<file path="config.mk">
export PLATFORM = sky130hd
export DESIGN_NAME = feeder_arbiter
export DESIGN_NICKNAME = d
export VERILOG_FILES = /design/src/rtl/feeder_arbiter.sv
export SDC_FILE = /design/constraint.sdc
export NUM_CORES = 1
export LEC_CHECK = 0
export CORE_ASPECT_RATIO = 0.5
export CORE_MARGIN = 2
export CORE_UTILIZATION = 46
export DETAILED_ROUTE_END_ITERATION = 6
export GPL_ROUTABILITY_DRIVEN = 0
export PLACE_DENSITY_LB_ADDON = 0.05
export SLEW_MARGIN = 10
export SYNTH_ARGS = -nofsm -noshare
export SYNTH_HDL_FRONTEND = slang
export SYNTH_SLANG_ARGS = --single-unit
</file>
<file path="constraint.sdc">
create_clock -name clk -period 4.9 [get_ports clk]
set_input_delay 0.735 -clock clk [delete_from_list [all_inputs] [get_ports clk]]
set_output_delay 0.735 -clock clk [all_outputs]
set_load 0.02 [all_outputs]
</file>
<file path="src/rtl/feeder_arbiter.sv">
// feeder_arbiter
//
// Round-robin scheduler that shares one downstream sample consumer between a
// bank of sample feeders. For each batch it enables every feeder and grants
// one presented sample at a time onto a registered valid/ready output. It
// acknowledges each accepted sample back to its feeder and counts NUM_SAMPLES
// deliveries per feeder. It pulses done once every feeder has delivered its
// quota.
//
// Ports:
//   clk            clock, all state updates on posedge
//   rst            synchronous active-high reset
//   start          begin a batch (sampled only while idle)
//   feederValid    per-feeder sample-valid
//   feederSamples  packed samples, feeder i at [(i+1)*SAMPLE_WIDTH-1 -: SAMPLE_WIDTH]
//   feederEnable   per-feeder enable, all ones while a batch is running
//   feederReceived one-hot acknowledge, combinational with outReady
//   outSample      granted sample (registered)
//   outSource      index of the granted feeder (registered)
//   outValid       outSample/outSource valid
//   outReady       consumer accepts the presented sample
//   busy           batch in progress
//   done           one-cycle batch-complete pulse

module feeder_arbiter #(
   parameter int unsigned NUM_FEEDERS  = 4,
   parameter int unsigned NUM_SAMPLES  = 8,
   parameter int unsigned SAMPLE_WIDTH = 16
) (
   input  logic                                clk,
   input  logic                                rst,
   input  logic                                start,
   input  logic [NUM_FEEDERS-1:0]              feederValid,
   input  logic [NUM_FEEDERS*SAMPLE_WIDTH-1:0] feederSamples,
   output logic [NUM_FEEDERS-1:0]              feederEnable,
   output logic [NUM_FEEDERS-1:0]              feederReceived,
   output logic [SAMPLE_WIDTH-1:0]             outSample,
   output logic [$clog2(NUM_FEEDERS)-1:0]      outSource,
   output logic                                outValid,
   input  logic                                outReady,
   output logic                                busy,
   output logic                                done
);

   localparam int unsigned SRC_W = $clog2(NUM_FEEDERS);
   localparam int unsigned CNT_W = $clog2(NUM_SAMPLES) + 1;

   localparam logic [CNT_W-1:0] COUNT_MAX = CNT_W'(NUM_SAMPLES);
   localparam logic [SRC_W-1:0] LAST_SRC  = SRC_W'(NUM_FEEDERS - 1);

   typedef enum logic [1:0] {
      StIdle,
      StArb,
      StSend,
      StDone
   } state_e;

   state_e                  state_q, state_d;
   logic [CNT_W-1:0]        count_q [NUM_FEEDERS];
   logic [CNT_W-1:0]        count_d [NUM_FEEDERS];
   logic [SRC_W-1:0]        ptr_q, ptr_d;
   logic [SAMPLE_WIDTH-1:0] sample_q, sample_d;
   logic [SRC_W-1:0]        source_q, source_d;

   logic [SAMPLE_WIDTH-1:0] samples [NUM_FEEDERS];
   logic [NUM_FEEDERS-1:0]  eligible;
   logic                    all_full;
   logic                    grant_found;
   logic [SRC_W-1:0]        grant_idx;
   logic [SRC_W-1:0]        cand;

   // Unpack the flat sample bus into one word per feeder.
   for (genvar g = 0; g < NUM_FEEDERS; g++) begin : g_unpack
      assign samples[g] = feederSamples[g*SAMPLE_WIDTH +: SAMPLE_WIDTH];
   end

   // A feeder competes only while it presents a sample and still owes samples.
   always_comb begin
      eligible = '0;
      all_full = 1'b1;
      for (int unsigned i = 0; i < NUM_FEEDERS; i++) begin
         eligible[i] = feederValid[i] && (count_q[i] < COUNT_MAX);
         if (count_q[i] != COUNT_MAX) begin
            all_full = 1'b0;
         end
      end
   end

   // Round-robin pick: first eligible feeder scanning ptr, ptr+1, ... wrapping.
   always_comb begin
      grant_found = 1'b0;
      grant_idx   = '0;
      cand        = '0;
      for (int unsigned k = 0; k < NUM_FEEDERS; k++) begin
         cand = SRC_W'((32'(ptr_q) + k) % NUM_FEEDERS);
         if (!grant_found && eligible[cand]) begin
            grant_found = 1'b1;
            grant_idx   = cand;
         end
      end
   end

   always_comb begin
      state_d        = state_q;
      count_d        = count_q;
      ptr_d          = ptr_q;
      sample_d       = sample_q;
      source_d       = source_q;
      feederEnable   = '0;
      feederReceived = '0;
      outValid       = 1'b0;
      busy           = 1'b0;
      done           = 1'b0;

      unique case (state_q)
         StIdle: begin
            if (start) begin
               for (int unsigned i = 0; i < NUM_FEEDERS; i++) begin
                  count_d[i] = '0;
               end
               ptr_d   = '0;
               state_d = StArb;
            end
         end

         StArb: begin
            busy         = 1'b1;
            feederEnable = '1;
            if (all_full) begin
               state_d = StDone;
            end else if (grant_found) begin
               sample_d = samples[grant_idx];
               source_d = grant_idx;
               state_d  = StSend;
            end
         end

         StSend: begin
            busy         = 1'b1;
            feederEnable = '1;
            outValid     = 1'b1;
            if (outReady) begin
               // The acknowledge is suppressed under reset, since the handshake will not
               // complete. The count guard keeps a full feeder from ever being acknowledged.
               if (count_q[source_q] < COUNT_MAX) begin
                  feederReceived[source_q] = !rst;
                  count_d[source_q]        = count_q[source_q] + 1'b1;
               end
               ptr_d   = (source_q == LAST_SRC) ? '0 : source_q + 1'b1;
               state_d = StArb;
            end
         end

         StDone: begin
            busy    = 1'b1;
            done    = 1'b1;
            state_d = StIdle;
         end

         default: begin
            state_d = StIdle;
         end
      endcase
   end

   always_ff @(posedge clk) begin
      if (rst) begin
         state_q  <= StIdle;
         ptr_q    <= '0;
         sample_q <= '0;
         source_q <= '0;
         for (int unsigned i = 0; i < NUM_FEEDERS; i++) begin
            count_q[i] <= '0;
         end
      end else begin
         state_q  <= state_d;
         ptr_q    <= ptr_d;
         sample_q <= sample_d;
         source_q <= source_d;
         count_q  <= count_d;
      end
   end

   assign outSample = sample_q;
   assign outSource = source_q;

endmodule

</file>
# --- Word level (Yosys, flattened, before mapping) ---
# Index checks and enable logic that the tools add are counted.
totals:
  register_bits: 38
  inputBits: 72
  elab_cells: 115
  out_inout_bits: 29
classes:
  addsub: 5
  bitwise_logic: 4
  magnitude_cmp: 14
  muxes: 51
  n_reduce_logical: 21
  eq_ne: 12
ops:
  columns: ["op", "count"]
  rows:
  - ["two-way mux 16 bit", 5]
  - ["binary-select mux 16 bit (select 2 bit)", 1]
  - ["one-hot mux 16 bit (2 select lines)", 1]
  - ["two-way mux 4 bit", 7]
  - ["two-way mux 2 bit", 11]
  - ["less-than comparator 4 bit (second input constant)", 5]
  - ["bitwise mux 16 bit", 1]
  - ["two-way mux 1 bit", 16]
  - ["!= test 4 bit (second input constant)", 4]
  - ["less-than comparator 2 x 3 -> 1 bit (second input constant)", 5]
  - ["logical AND 1 bit", 9]
  - ["AND reduction 3 bit", 3]
  - ["binary-select mux 1 bit (select 2 bit)", 4]
  - ["binary-select mux 4 bit (select 2 bit)", 1]
  - ["demux 4 bit (select 2 bit)", 1]
  - ["one-hot mux 2 bit (4 select lines)", 1]
  - ["== test 2 bit (second input constant)", 3]
  - [">= comparator 3 bit (second input constant)", 2]
  - ["!= test 2 bit (second input constant)", 3]
  - ["inverter 2 -> 3 bit", 2]
  - ["adder 2 x 1 -> 2 bit (second input constant)", 2]
  - ["adder 2 bit (second input constant)", 2]
  - ["adder 4 x 1 -> 4 bit (second input constant)", 1]
  - ["bitwise AND 4 bit", 1]
  - ["other kinds (13)", 16]

# --- Logic depth before layout (Yosys ltp) ---
logic_depth:
  depth_word: 18
  ltp_mapped: 8
  ltp_nobuf: 7

# --- Worst setup path after synthesis ---
# No wires, ideal clock.
synth_path:
  kind: "register -> output"
  startpoint: "register source_q[0] (netlist: outSource[0])"
  endpoint: "output port feederReceived[0]"
  slack_ps: 2383
  path_stages_with_launch: 4
  path_buffers: 0
  required_time_ps: 4165
  t_arrival_ps: 1782
  path_cell_list: "dfxtp_1 > mux4_2 > nor4_1 > and2_1"
synth_via:
  elab_chain_len: 8
  word_cells_on_any_way: 14
  cone_classes: "3 x order compare; 8 x mux; 2 x bitwise; 1 x reduce/logical"
synth_rtl:
  columns: ["item", "line_no", "source"]
  rows:
  - ["from (decl)", "63", "logic [SRC_W-1:0] source_q, source_d;"]
  - ["from (signal assigned)", "179", "source_q <= source_d;"]
  - ["inverter 2 -> 3 bit (implied by the code), or another cell as far along", "145", "if (count_q[source_q] < COUNT_MAX) begin"]
  - ["binary-select mux 4 bit (select 2 bit) or logical AND 1 bit (tied branches)", "145, 146", null]
  - ["two-way mux 4 bit (implied by the code) or two-way mux 1 bit (tied branches)", "145, 146", null]
  - ["two-way mux 4 bit (implied by the code) or demux 1 bit (select 2 bit) (tied branches)", "145, 146", null]
  - ["less-than comparator 4 bit or bitwise AND 4 bit (tied branches)", null, null]
  - ["two-way mux 4 bit *", "145", null]
  - ["two-way mux 4 bit *", "142", "if (outReady) begin"]
  - ["two-way mux 4 bit *", "115", "unique case (state_q)"]
  - ["to (decl)", "36", "output logic [NUM_FEEDERS-1:0] feederReceived,"]
# Mark *: on every way between the ends. The rest lies on a longest branch, timed or not. The select of a mux whose other input is x is not followed.

# --- Worst setup path after layout ---
layout_path:
  startpoint: "register source_q[0] (netlist: outSource[0])"
  endpoint: "output port feederReceived[2]"
# The elaborated chain is that of the path after synthesis.

==> impl_summary.md <==
CTS
The number of setup buffers added after CTS is 0. The clock net in this run drives a total of 38 sinks. The total of hold buffers inserted after clock tree synthesis is 0. The number of gates resized after CTS was 0. The clock passes through at most 2 buffers. TritonCTS built the clock tree. The number of levels in the clock H-tree is 2. The clock root buffer is sky130_fd_sc_hd__clkbuf_8.

The clock latency at the later pin of the worst-skew pair is 0.29 ns. The number of buffers inserted during clock tree synthesis is 5. Clock-pin slew was measured on the worst setup and hold paths at 0.08 ns.

Pwr
The post-layout total power is 1.123 mW. In this run the static leakage power is 1.373 nW. For this design the ratio of total power to cell area is 329.0 mW/mm^2. The combinational power share is 0.468. The portion of total power attributed to the clock network is 0.200. In this run the power spent charging and discharging nets is 414.7 uW. The maximum VDD drop is 0.0002470 V. Of the total power, registers draw 0.331. The total internal power is 708.7 uW.

Of the total power, the share spent switching nets is 0.3691.

Global routing
Summed over all layers, the global routing overflow is 0. The number of global-route vias before repair is 2,019. The initial antenna violation count is 0. The total track usage is 0.2367. The first global-routing pass estimated 10,310 um of wire. The largest net degree at the start of global routing is 27.

Route
The final layout contains routed wiring with a total length of 6473 um. The number of DRC violations after detailed-routing iteration 0 is between 90 and 100. In this run the remaining antenna-violating nets after routing total 0.

After detailed routing, the number of remaining DRC violations is 0. The via density per instance is between 5 and 6. The first detailed-routing pass took 4 iterations. Dividing the detail-routed wire length by the instance count gives 16.26 um. For this block, the via count after detailed routing is 2,189.

Layout
After filler insertion, the fill cell instance count of the layout stands at 391. The final layout net count is 408. The area growth from synthesis to layout is 47.51%. 0 antenna diodes ended up in the layout. Of the cells placed in the final design, the portion with a size suffix greater than 1 is 0.09756.

STA
Across all setup checks in the final design, the least slack found is 1.373 ns. The highest clock rate is 283.5 MHz. The clock arrives with ~0.0040 ns of skew.

At the pin with the least slew margin, the transition time is roughly 0.84 ns. Subtracting the final worst setup slack from the clock period gives 3.527 ns. The number of pins exceeding their max-slew limit in the final report is 0.

The number of failing hold endpoints at the final stage is 0. Dividing the final minimum period by the clock period gives 0.7198. Setup repair after global routing left no endpoint under its margin. The worst pin sits at a relative slew slack of 0.4416. In the final timing run, aggregate negative setup slack is 0 ns.

Setup violations remaining at the end of the flow were counted as 0.

Die
The chip height is approximately 54 um. The effective utilization at floorplan is 0.4736. The die is 104.3 um wide.

In this run the standard cell core region covers 0.004887 mm^2. The row count is 18. 101 I/O pins were placed.

The die covers ~0.0056 mm^2.

Setup path
Among all stages on the critical path, the largest delay is contributed by sky130_fd_sc_hd__mux4_2. At the worst endpoint, the required time is 4.16 ns. The type of destination of the critical path is an output port.

The data arrival at the endpoint of the critical path is approximately 2.8 ns. The element type at the critical path start is a register. The signal on the critical path passes through mux4_2, nor4_1, and2_1, clkdlybuf4s50_1. The biggest fanout along the worst timing path is 9. The type of the setup path with the least slack is register to output port. For this run, the slowest stage of the critical path takes between 0.6 and 0.7 ns.

Synth
Among all flip-flop cells after synthesis, the most frequent one is sky130_fd_sc_hd__dfxtp_1. The count of warnings emitted by yosys is 0. The proportion of synthesized flip-flops having asynchronous set or reset is 0.

The netlist uses 44 different library cells. Yosys mapped a number of flops with a built-in enable equal to 0. Counting every instance in the synthesized netlist gives 232. The synthesized design contains 38 register bits. The net count after synthesis is roughly 310. A synthesized cell averages between 9 and 10 um^2. The cell area after synthesis is 0.002315 mm^2. The portion of the post-synthesis area used by sequential elements is 0.3286.

Outcome
The run finished with clean final reports.

Placed design
The number of buffers inserted by port buffering is 100. The wire-length estimate of the detail-placed layout is 4924 um. The worst setup slack before clock tree synthesis is 1.426 ns.

Hold path
The path category of the worst min-delay check is register to register.

Flow run
Across the run, the number of max-cap violations was 0.
==> cells in the final DEF, fill, tap and decap left out, drive strengths merged, types with 3 or more instances in the layout <==
master,n
mux2i,33
and2,7
nand2,18
ha,9
o21ai,7
mux4,4
nor2b,4
nor2,22
a21oi,3
dfxtp,38
or4,3
o221ai,16
clkdlybuf4s50,100
a22oi,15
inv,12
clkbuf,7
==> Yosys cell counts, drive strengths merged (3+ instances only) <==
cell    number  area, um^2
dfxtp       38       760.7
ha           9       112.6
o221ai      16       209.0
mux4         4       90.09
mux2i       33       330.3
or4          3       22.52
inv         12       45.04
buf         11       91.33
and2         7       43.79
nor2        22       82.58
o21ai        7       35.03
nand2       18       70.07
a22oi       15       112.6
a21oi        3       18.77
nor2b        4       25.02
clkbuf       3       11.26
==> critical path: cells and delay by family (launching register included) <==
kind / cells / cell delay (ns)
buffers and inverters: 1 / 0.60
flip-flops: 1 / 0.55
AND/OR/NAND/NOR: 2 / 0.70
multiplexers: 1 / 0.64
==> registers in the layout, summed over array words and instances, names as in the netlist <==
signal	count
outSample	16
state_q	2
ptr_q	2
count_q	16
outSource	2
==> cells by family (layout without fill, tap and decap cells) <==
| logic type | after synthesis | after routing | synth area share |
|---|---|---|---|
| AO/OA/AOI/OAI | 53 | 53 | 0.2216 |
| XOR/XNOR | 2 | 2 | 0.007569 |
| adder cells (fa/ha/maj) | 9 | 9 | 0.04865 |
| buffers and inverters | 26 | 122 | 0.06378 |
| flip-flops | 38 | 38 | 0.3286 |
| multiplexers | 38 | 38 | 0.1865 |
| AND/OR/NAND/NOR | 66 | 66 | 0.1432 |
==> power groups by stage <==
stage	Sequential (mW)	Combinational (mW)	Clock, mW
after CTS	0.372	0.527	0.230
after floorplan	0.409	0.300	0
final	0.372	0.526	0.225
after detailed placement	0.379	0.526	0
after global placement	0.377	0.517	0
after global routing	0.377	0.563	0.243
==> per-layer routing <==
| metal | vias to the layer above | part of all wire | track usage |
|---|---|---|---|
| li1 | 1060 | - | - |
| met1 | 1042 | 0.46 | 0.3009 |
| met2 | 76 | 0.44 | 0.3911 |
| met3 | 11 | 0.080 | 0.07869 |
| met4 | 0 | 0.014 | 0.07207 |
| met5 | - | 0 | 0 |
==> layout make-up <==
| class | instances | area (um^2) | area share |
|---|---|---|---|
| Timing Repair Buffer | 102 | 1016 | 0.2975 |
| Multi-Input combinational cell | 168 | 1414 | 0.4141 |
| Clock inverter | 1 | 5.005 | 0.001466 |
| Clock buffer | 7 | 86.33 | 0.02528 |
| Inverter | 12 | 45.04 | 0.01319 |
| Sequential cell | 38 | 760.7 | 0.2228 |
| Tap cell | 70 | 87.58 | 0.02565 |
==> metrics by stage <==
stage / std cells / hold slack (ns) / area [um^2] / utilization
3_5_place_dp: 390 / 0.4536 / 3323 / 0.6800
3_3_place_gp: 390 / 0.4451 / 3323 / 0.6800
5_1_grt: 398 / 0.4945 / 3415 / 0.6987
2_1_floorplan: 232 / 0.4658 / 2315 / -
6_report: 398 / 0.4696 / 3415 / 0.6987
4_1_cts: 398 / 0.4728 / 3415 / 0.6987
==> final timing paths <==
kind | from | endpoint | slack (ns) | cells after the start
setup / recovery | outSource[0]$_SDFFE_PP0P_ | feederReceived[2] | 1.37 | 4
hold / removal | outSample[3]$_SDFFE_PP0P_ | outSample[3]$_SDFFE_PP0P_ | 0.47 | 2
setup reg to reg | count_q[15]$_SDFFE_PP0P_ | outSample[1]$_SDFFE_PP0P_ | 2.29 | 5
hold reg to reg | outSample[3]$_SDFFE_PP0P_ | outSample[3]$_SDFFE_PP0P_ | 0.47 | 2
Power figures use the tool's default switching activity.
